## src/rtl/rfsoc_config_pkg.sv

```systemverilog
// Shared constants and types for the RFSoC ADC streaming path.
// Holds the channel count and the burst scheduler's state encoding.
package rfsoc_config;

  localparam int PS_AXIS_WIDTH = 64;
  localparam int NUM_ADC_CH    = 16;

  typedef enum logic [1:0] {
    ARB    = 2'd0,
    GRANT  = 2'd1,
    STREAM = 2'd2
  } sched_state_t;

endpackage

```

## src/rtl/rr_pick16.sv

```systemverilog
// Combinational 16-way round-robin picker.
// Returns the first set request at or after last_id+1, wrapping around.
module rr_pick16 (
  input  logic [15:0] req,
  input  logic [3:0]  last_id,
  output logic        found,
  output logic [3:0]  pick_id,
  output logic [15:0] pick_onehot
);

  // rot[k] holds the request k+1 positions above last_id, so bit 0 has the highest priority
  logic [15:0] rot;
  logic [3:0]  off;

  for (genvar gi = 0; gi < 16; gi++) begin : g_rot
    assign rot[gi] = req[4'(last_id + 4'(gi + 1))];
  end

  always_comb begin
    found = 1'b0;
    off   = 4'd0;
    for (int k = 15; k >= 0; k--) begin
      if (rot[k]) begin
        found = 1'b1;
        off   = 4'(k);
      end
    end
  end

  assign pick_id     = last_id + 4'd1 + off;
  assign pick_onehot = found ? (16'd1 << pick_id) : 16'd0;

endmodule

```

## src/rtl/axis_mux_scheduler.sv

```systemverilog
// Round-robin burst scheduler for the shared 16:1 AXI-Stream mux.
// Drives the one-hot select and gates downstream ready while the mux's registered select settles.
module axis_mux_scheduler
  import rfsoc_config::*;
#(
  parameter int BURST_W     = 16,
  parameter int TIMEOUT_CYC = 64
) (
  input  logic                  clk,
  input  logic                  resetn,
  input  logic                  run,
  input  logic [NUM_ADC_CH-1:0] channel_enable,
  input  logic [BURST_W-1:0]    beats_per_grant,
  input  logic [NUM_ADC_CH-1:0] s_axis_tvalid,
  input  logic                  mux_m_axis_tvalid,
  input  logic                  m_axis_tready,
  output logic [NUM_ADC_CH-1:0] select_out,
  output logic                  mux_m_axis_tready,
  output logic [3:0]            grant_id,
  output logic                  grant_active,
  output logic                  burst_done,
  output logic                  timeout_pulse
);

  localparam int IDLE_W = $clog2(TIMEOUT_CYC + 1);
  localparam logic [IDLE_W-1:0] IDLE_LAST = IDLE_W'(TIMEOUT_CYC - 1);

  sched_state_t          state_q, state_d;
  logic [NUM_ADC_CH-1:0] select_q, select_d;
  logic [3:0]            grant_id_q, grant_id_d;
  logic [3:0]            last_id_q, last_id_d;
  logic [BURST_W-1:0]    beat_cnt_q, beat_cnt_d;
  logic [IDLE_W-1:0]     idle_cnt_q, idle_cnt_d;
  logic                  burst_done_q, burst_done_d;
  logic                  timeout_q, timeout_d;

  logic [NUM_ADC_CH-1:0] req;
  logic                  found;
  logic [3:0]            pick_id;
  logic [NUM_ADC_CH-1:0] pick_onehot;
  logic                  stream_en;
  logic                  beat;

  assign req = channel_enable & s_axis_tvalid;

  rr_pick16 u_pick (
    .req        (req),
    .last_id    (last_id_q),
    .found      (found),
    .pick_id    (pick_id),
    .pick_onehot(pick_onehot)
  );

  // Decoded from the state register only, so ready never depends on tvalid
  assign stream_en = (state_q == STREAM);
  assign beat      = stream_en & mux_m_axis_tvalid & m_axis_tready;

  always_comb begin
    state_d      = state_q;
    select_d     = select_q;
    grant_id_d   = grant_id_q;
    last_id_d    = last_id_q;
    beat_cnt_d   = beat_cnt_q;
    idle_cnt_d   = idle_cnt_q;
    burst_done_d = 1'b0;
    timeout_d    = 1'b0;
    case (state_q)
      ARB: begin
        if (run && found) begin
          select_d   = pick_onehot;
          grant_id_d = pick_id;
          beat_cnt_d = (beats_per_grant == '0) ? BURST_W'(1) : beats_per_grant;
          idle_cnt_d = '0;
          state_d    = GRANT;
        end else begin
          select_d = '0;
        end
      end
      GRANT: state_d = STREAM;
      STREAM: begin
        if (beat) begin
          idle_cnt_d = '0;
          beat_cnt_d = beat_cnt_q - BURST_W'(1);
          if (beat_cnt_q == BURST_W'(1)) begin
            burst_done_d = 1'b1;
            select_d     = '0;
            last_id_d    = grant_id_q;
            state_d      = ARB;
          end
        end else if (idle_cnt_q == IDLE_LAST) begin
          timeout_d  = 1'b1;
          select_d   = '0;
          last_id_d  = grant_id_q;
          idle_cnt_d = '0;
          state_d    = ARB;
        end else begin
          idle_cnt_d = idle_cnt_q + IDLE_W'(1);
        end
      end
      default: begin
        select_d = '0;
        state_d  = ARB;
      end
    endcase
  end

  always_ff @(posedge clk) begin
    if (!resetn) begin
      state_q      <= ARB;
      select_q     <= '0;
      grant_id_q   <= 4'd0;
      last_id_q    <= 4'd15;
      beat_cnt_q   <= '0;
      idle_cnt_q   <= '0;
      burst_done_q <= 1'b0;
      timeout_q    <= 1'b0;
    end else begin
      state_q      <= state_d;
      select_q     <= select_d;
      grant_id_q   <= grant_id_d;
      last_id_q    <= last_id_d;
      beat_cnt_q   <= beat_cnt_d;
      idle_cnt_q   <= idle_cnt_d;
      burst_done_q <= burst_done_d;
      timeout_q    <= timeout_d;
    end
  end

  assign select_out        = select_q;
  assign grant_id          = grant_id_q;
  assign grant_active      = (state_q != ARB);
  assign burst_done        = burst_done_q;
  assign timeout_pulse     = timeout_q;
  assign mux_m_axis_tready = m_axis_tready & stream_en;

endmodule

```

## config.mk

```make
export PLATFORM = sky130hd
export DESIGN_NAME = axis_mux_scheduler
export DESIGN_NICKNAME = d
export VERILOG_FILES = /design/src/rtl/rfsoc_config_pkg.sv /design/src/rtl/rr_pick16.sv /design/src/rtl/axis_mux_scheduler.sv
export SDC_FILE = /design/constraint.sdc
export NUM_CORES = 1
export LEC_CHECK = 0
export BUFFER_PORTS_ARGS = -buffer_cell sky130_fd_sc_hd__buf_4
export CORE_MARGIN = 2
export CORE_UTILIZATION = 42
export CTS_BUF_LIST = sky130_fd_sc_hd__clkbuf_4
export CTS_CLUSTER_SIZE = 8
export DETAILED_ROUTE_END_ITERATION = 16
export HOLD_SLACK_MARGIN = 0.02
export PLACE_DENSITY = 0.65
export SYNTH_ARGS = -nofsm -noshare
export SYNTH_HDL_FRONTEND = slang
export SYNTH_HIERARCHICAL = 1
export SYNTH_SLANG_ARGS = --single-unit
```

## constraint.sdc

```tcl
create_clock -name clk -period 5.2 [get_ports clk]
set_input_delay 0.26 -clock clk [delete_from_list [all_inputs] [get_ports clk]]
set_output_delay 0.26 -clock clk [all_outputs]
set_load 0.1 [all_outputs]
```

; ---- Yosys cells after proc, flatten, opt, wreduce, memory -nomap -nowiden
; Cells that the tools add are included.
[word_totals]
ff_bits = 51
in_bits = 53
out_inout_bits = 24
elab_cells = 161
[op_classes]
muxes = 88
addsub = 18
n_reduce_logical = 14
bitwise = 7
n_eq_ne = 9
shifts = 1
magnitude_cmp = 16
[op_table]
columns = cell, count
row1 = 16-bit two-way mux, 8
row2 = "4-bit by 5-bit < comparator with 1-bit output, second input constant", 16
row3 = 4-bit two-way mux, 19
row4 = 1-bit binary-select mux with 4-bit select, 16
row5 = 16-bit one-hot mux with 3 select lines, 1
row6 = 1-bit two-way mux, 34
row7 = "4-bit adder, second input constant", 8
row8 = 16-bit one-hot mux with 2 select lines, 1
row9 = 7-bit two-way mux, 3
row10 = "4-bit by 3-bit adder with 4-bit output, second input constant", 4
row11 = 16-bit bitwise AND, 1
row12 = "16-bit by 1-bit equality test with 1-bit output, second input constant", 1
row13 = 16-bit logical NOT, 1
row14 = "1-bit by 4-bit << shifter with 16-bit output, first input constant", 1
row15 = "16-bit by 1-bit subtractor with 16-bit output, second input constant", 1
row16 = 3-bit AND reduction, 5
row17 = 7-bit one-hot mux with 2 select lines, 1
row18 = "4-bit by 2-bit adder with 4-bit output, second input constant", 2
row19 = 2-bit two-way mux, 4
row20 = "7-bit by 1-bit adder with 7-bit output, second input constant", 1
row21 = "7-bit by 6-bit equality test with 1-bit output, second input constant", 1
row22 = 2-bit one-hot mux with 3 select lines, 1
row23 = 2-bit nonzero test, 3
row24 = "4-bit by 1-bit adder with 4-bit output, second input constant", 1
row25 = 13 further kinds, 19

; ---- Logic depth before layout (Yosys ltp)
[logic_depth]
depth_word = 24
ltp_mapped = 18
depth_no_buf = 15

; ---- By module
; The synthesis kept the hierarchy.
[modules_own_cells]
columns = mod, instances, seq_area_each_um2, cells_each, area_each_um2
row1 = axis_mux_scheduler, 1, 1021.0, 289, 2506.2
row2 = rr_pick16, 1, 0.0, 152, 1701.6

; ---- Least setup slack after synthesis
; OpenSTA, ideal clock, no wires.
[synth_path]
path_kind = register to register
from = reg last_id_q[0]
to = reg select_q[12], in the netlist select_out[12]
stages_incl_launch_ff = 18
setup_ns = 0.062
path_buffers = 3
arrival_ns = 4.736
t_required_ns = 5.138
synth_period_minus_slack_ns = 4.799
path_slack_ns = 0.401
cell_sequence = dfxtp_1 -> buf_6 -> buf_4 -> inv_1 -> ha_1 -> clkbuf_1 -> mux4_2 -> mux4_2 -> o211ai_1 -> o211ai_1 -> a211oi_1 -> ha_1 -> a21o_1 -> a21oi_1 -> xor2_1 -> o21ai_1 -> a2111oi_2 -> a22o_1
[synth_between]
elab_chain_cells = 23
elab_cells_between_ends = 85
classes_between = add/sub (16) / shift (1) / mux (67) / reduce/logical (1)
[synth_rtl]
columns = element, line_no
row1 = start: declaration, axis_mux_scheduler.sv:31  ; logic [3:0] last_id_q, last_id_d;
row2 = start signal: assignment, axis_mux_scheduler.sv:121  ; last_id_q <= last_id_d;
row3 = 4-bit adder / 1-bit binary-select mux with 4-bit select (equally long branches), rr_pick16.sv:16  ; assign rot[gi] = req[4'(last_id + 4'(gi + 1))];
row4 = 1-bit binary-select mux with 4-bit select / 1-bit two-way mux (equally long branches), rr_pick16.sv:16
row5 = 1-bit two-way mux (not written as such) / 4-bit two-way mux (equally long branches), "rr_pick16.sv:16, rr_pick16.sv:23"
row6 = 4-bit two-way mux (15 in a row), rr_pick16.sv:23  ; if (rot[k]) begin
row7 = 4-bit adder, rr_pick16.sv:30  ; assign pick_id = last_id + 4'd1 + off;
row8 = 1-bit by 4-bit << shifter with 16-bit output, rr_pick16.sv:31  ; assign pick_onehot = found ? (16'd1 << pick_id) : 16'd0;
row9 = 16-bit two-way mux (*), rr_pick16.sv:31
row10 = via pick_onehot[12], axis_mux_scheduler.sv:40  ; logic [NUM_ADC_CH-1:0] pick_onehot;
row11 = 16-bit two-way mux (*), axis_mux_scheduler.sv:69  ; if (run && found) begin
row12 = 16-bit one-hot mux with 3 select lines (*), axis_mux_scheduler.sv:67  ; case (state_q)
row13 = end signal: assignment, axis_mux_scheduler.sv:119  ; select_q <= select_d;
row14 = end: declaration, axis_mux_scheduler.sv:29  ; logic [NUM_ADC_CH-1:0] select_q, select_d;
; Mark *: on every way through the listed nets, which the timed path passes. The rest lies on a longest branch. The select of a mux whose other input is x is not followed.
; A chain may end at the register's enable or synchronous reset.

; ---- Final worst setup path
[layout_path]
from = reg last_id_q[0]
to = reg select_q[8], in the netlist select_out[8]
; The elaborated chain is that of the path after synthesis.

==> results_tabular.tex <==
\begin{tabular}{lr}
\hline
Metric & Value \\
\hline
\multicolumn{2}{l}{\textbf{Synthesis}} \\
\quad Compound-gate portion of the synthesized area & 23.3\% \\
\quad Post-synth top flop & dfxtp\_1 \\
\quad Simple-Gate Fraction of Synth Area & a little under 20\% \\
\quad Syn nets & $\sim$510 \\
\quad Netlist area before placement & roughly 4200 um2 \\
\quad Fraction of synthesized area in multiplexers & approximately 22\% \\
\quad Synth Warn \# & 6 \\
\quad Avg Synthesized Cell Area & 9.54 um2 \\
\quad Part of the Yosys area used for sequential elements & approximately a quarter \\
\quad Adder and majority cell fraction of the synthesized area & roughly 4.3\% \\
\quad Number of distinct library cells after synthesis & 76 \\
\quad Number of enable-type register cells in the synthesized netlist & 0 \\
\quad XOR/XNOR share of the synthesized area & 2.71\% \\
\quad Post-synthesis register bit count & between 50 and 60 \\
\quad Fraction of registers with async set/reset & 0\% \\
\quad Post-synthesis instance total & roughly 440 \\
\quad Cell type contributing the most total cell area after synthesis & dfxtp\_1 \\
\quad Leading cell types by total area after synthesis & dfxtp\_1, mux4\_2, ha\_1 \\
\quad Area share of the largest cell type after synthesis & 24.3\% \\
\quad Combinational family with the most area after synthesis & compound AO/OA/AOI/OAI gates \\
\multicolumn{2}{l}{\textbf{Worst hold path}} \\
\quad Class of the most critical hold timing path & primary input to flip-flop \\
\quad Number of cells on the worst hold path & 3 \\
\quad Worst min-delay path startpoint & beats\_per\_grant[15] \\
\quad Hold-critical path endpoint & beat\_cnt\_q[15] \\
\multicolumn{2}{l}{\textbf{Timing}} \\
\quad Tightest Pin Transition & between 1 and 1.5 ns \\
\quad Aggregate negative setup slack & 0 ns \\
\quad Worst Skew & roughly 0.007 ns \\
\quad Final critical-path share of the clock period & between 90\% and 100\% \\
\quad Count of final setup violators & 0 \\
\quad Final Slew Violations & 0 \\
\quad Number of failing hold endpoints at the final stage & 0 \\
\quad Final min period & 4.76 ns \\
\quad RSZ-0062 raised after global routing & no \\
\quad Max Clk Rate & around 210 MHz \\
\quad Worst rel slew slack & between 20\% and 30\% \\
\multicolumn{2}{l}{\textbf{CTS}} \\
\quad Largest buffer count on any clock path & 2 \\
\quad Root Buffer & clkbuf\_4 \\
\quad Count of H-tree levels built during CTS & 2 \\
\quad Total clock buffers created by CTS & 5 \\
\quad Worst-path clk slew & 0.16 ns \\
\quad Number of hold buffers added after CTS & 0 \\
\quad \# clock sinks & a little over 50 \\
\quad Clk Latency, worst-skew pair & 0.38 ns \\
\quad TritonCTS clock tree & done \\
\multicolumn{2}{l}{\textbf{GRT}} \\
\quad Number of antenna violations at the first check in global routing & 0 \\
\quad Global-route wire length before repair & around 18 mm \\
\quad Residual overflow from global routing & 0 \\
\quad Global Route Usage Sum & 20.2\% \\
\quad Pin count of the biggest net entering global routing & 30 \\
\quad Via count of the first global-routing pass & 3,699 \\
\multicolumn{2}{l}{\textbf{Job}} \\
\quad Number of maximum-capacitance constraint violations & 0 \\
\multicolumn{2}{l}{\textbf{Critical path}} \\
\quad Type of destination of the critical path & flip-flop \\
\quad Arrival @ worst endpoint & 5.09 ns \\
\quad Worst EP required & roughly 5.5 ns \\
\quad Critical path start-end classification & flip-flop to flip-flop \\
\quad Highest fanout seen on the critical path & 10 \\
\quad R2R depth & 14 \\
\quad Worst reg-to-reg setup slack & $\sim$0.44 ns \\
\quad Reg-to-reg startpoint & last\_id\_q[0] \\
\quad Reg2Reg Capture Point & select\_out[8] \\
\quad Critical path launch point type & flip-flop \\
\multicolumn{2}{l}{\textbf{Floorplan}} \\
\quad Site row count & 36 \\
\quad Horizontal extent of the die & roughly 100 um \\
\quad I/O pin cnt & 77 \\
\quad Area of the core & between 9000 and 10,000 um2 \\
\quad Initial core utilization & between 40\% and 50\% \\
\quad Area of the die & approximately 11,000 um2 \\
\quad Die height & around 100 um \\
\multicolumn{2}{l}{\textbf{Detailed routing}} \\
\quad Count of vias placed by the detailed router & 3,842 \\
\quad Count of antenna-violating nets left after detailed routing & 0 \\
\quad Number of remaining DRC errors & 0 \\
\quad Via density & about 6.0 \\
\quad Number of iterations in the first detailed-routing pass & 5 \\
\quad Total detailed-routing wirelength & 11.0 mm \\
\quad DRC marker count from the first detailed-route iteration & 230 \\
\quad Routed wirelength normalized by instance count & approximately 17 um \\
\multicolumn{2}{l}{\textbf{Layout}} \\
\quad Growth of design area from synthesis to finish & 18.0\% \\
\quad Final net count & between 500 and 600 \\
\quad Ratio of cells with drive above 1 in the final layout & between 20 and 30\% \\
\quad Number of antenna diodes & 0 \\
\quad Commonest non-fill, non-tap cells in the layout & buf\_4, dfxtp\_1, nand2\_1, mux4\_2, a21oi\_1 \\
\quad Most common cell after layout, fill and taps aside & buf\_4 \\
\quad Fillers & 940 \\
\multicolumn{2}{l}{\textbf{Run status}} \\
\quad Status & finished clean \\
\multicolumn{2}{l}{\textbf{Power}} \\
\quad Leakage power total & $\sim$0.0020 uW \\
\quad Power Total & around 1200 uW \\
\quad Cell area power density & roughly 240 nW/um2 \\
\quad Maximum vdd drop & approximately 0.00012 V \\
\multicolumn{2}{l}{\textbf{Placement}} \\
\quad Routability congestion estimate & 0.891 \\
\quad Port Buffers & 76 \\
\quad Post-detail-place hpwl & between 8 and 9 mm \\
\hline
\end{tabular}
cell usage after synthesis (13+ instances only):
cell,count
mux4_2,29
ha_1,13
a211oi_1,15
clkbuf_1,13
nand2_1,35
nor2_1,25
o21ai_0,15
dfxtp_1,51
and2_1,18
a21oi_1,26
inv_1,20
a22o_1,18
critical path, cell delays in order, from the launching register on:
cell and delay (ns):
dfxtp_1 0.36, inv_1 0.10, ha_1 0.56, mux4_2 0.42, mux4_2 0.52, o211ai_1 0.20, o211ai_1 0.12, a211oi_1 0.42
ha_1 0.32, a21o_1 0.15, a21oi_1 0.26, xor2_1 0.40, o21ai_1 0.34, a2111oi_2 0.37, a22o_1 0.17
power breakdown:
part / total, uW / switching [uW] / internal, uW
Clock: 189 / 136 / 52.3
Combinational: 548 / 342 / 206
Sequential: 444 / 29.1 / 415
layer usage:
layer | global-route usage (%) | part of all wire [%]
met1 | 27.3 | 46
met2 | 34.1 | 47
met5 | 0 | 0
met3 | 3.32 | 5.5
met4 | 4.63 | 1.2
worst max path at each step:
stage	startpoint	cells past startpoint	slack [ns]	endpoint
after floorplan	last_id_q[0]	17	0.40	select_out[12]
after global placement	last_id_q[2]	14	0.51	select_out[0]
after detailed placement	last_id_q[2]	14	0.34	select_out[8]
after CTS	last_id_q[2]	14	0.28	select_out[8]
after global routing	last_id_q[2]	14	0.05	select_out[8]
final	last_id_q[0]	14	0.44	select_out[8]
stage by stage:
step                worst slack [ns]  instances  hold slack (ns)  cell area [um2]  util (%)
detailed placement             0.340        637            0.471             4900      50.3
finish                         0.441        645            0.160             4960      51.0
global placement               0.509        637            0.463             4900      50.3
global route                  0.0476        645            0.151             4960      51.0
floorplan                      0.401        441            0.420             4210         -
CTS                            0.281        645            0.151             4960      50.9
registers in the layout (all words and copies together), names as in the netlist:
| name | count |
|---|---|
| last_id_q | 4 |
| timeout_pulse | 1 |
| idle_cnt_q | 7 |
| beat_cnt_q | 16 |
| state_q | 2 |
| burst_done | 1 |
| select_out | 16 |
| grant_id | 4 |
area by class of cell:
type	count	area, um2	share of cell area, %
Sequential cell	51	1020	20.6
Tap cell	133	166	3.35
Clock buffer	5	37.5	0.756
Inverter	22	82.6	1.66
Multi-Input combinational cell	347	3010	60.5
Timing Repair Buffer	84	631	12.7
Clock inverter	3	20.0	0.403
logic make-up after synthesis:
kind of cell	after synthesis
DFF	51
xor gates and xnor gates	13
buffers and inverters	43
adders and majority gates	14
muxes	50
and+or+nand+nor	140
AOI/OAI and AO/OA	130
timing repair:
action,in CTS,in global routing
setup buffers,0,0
endpoints found under the setup margin,0,10
gates resized for setup,0,2
Power figures use the tool's default switching activity.
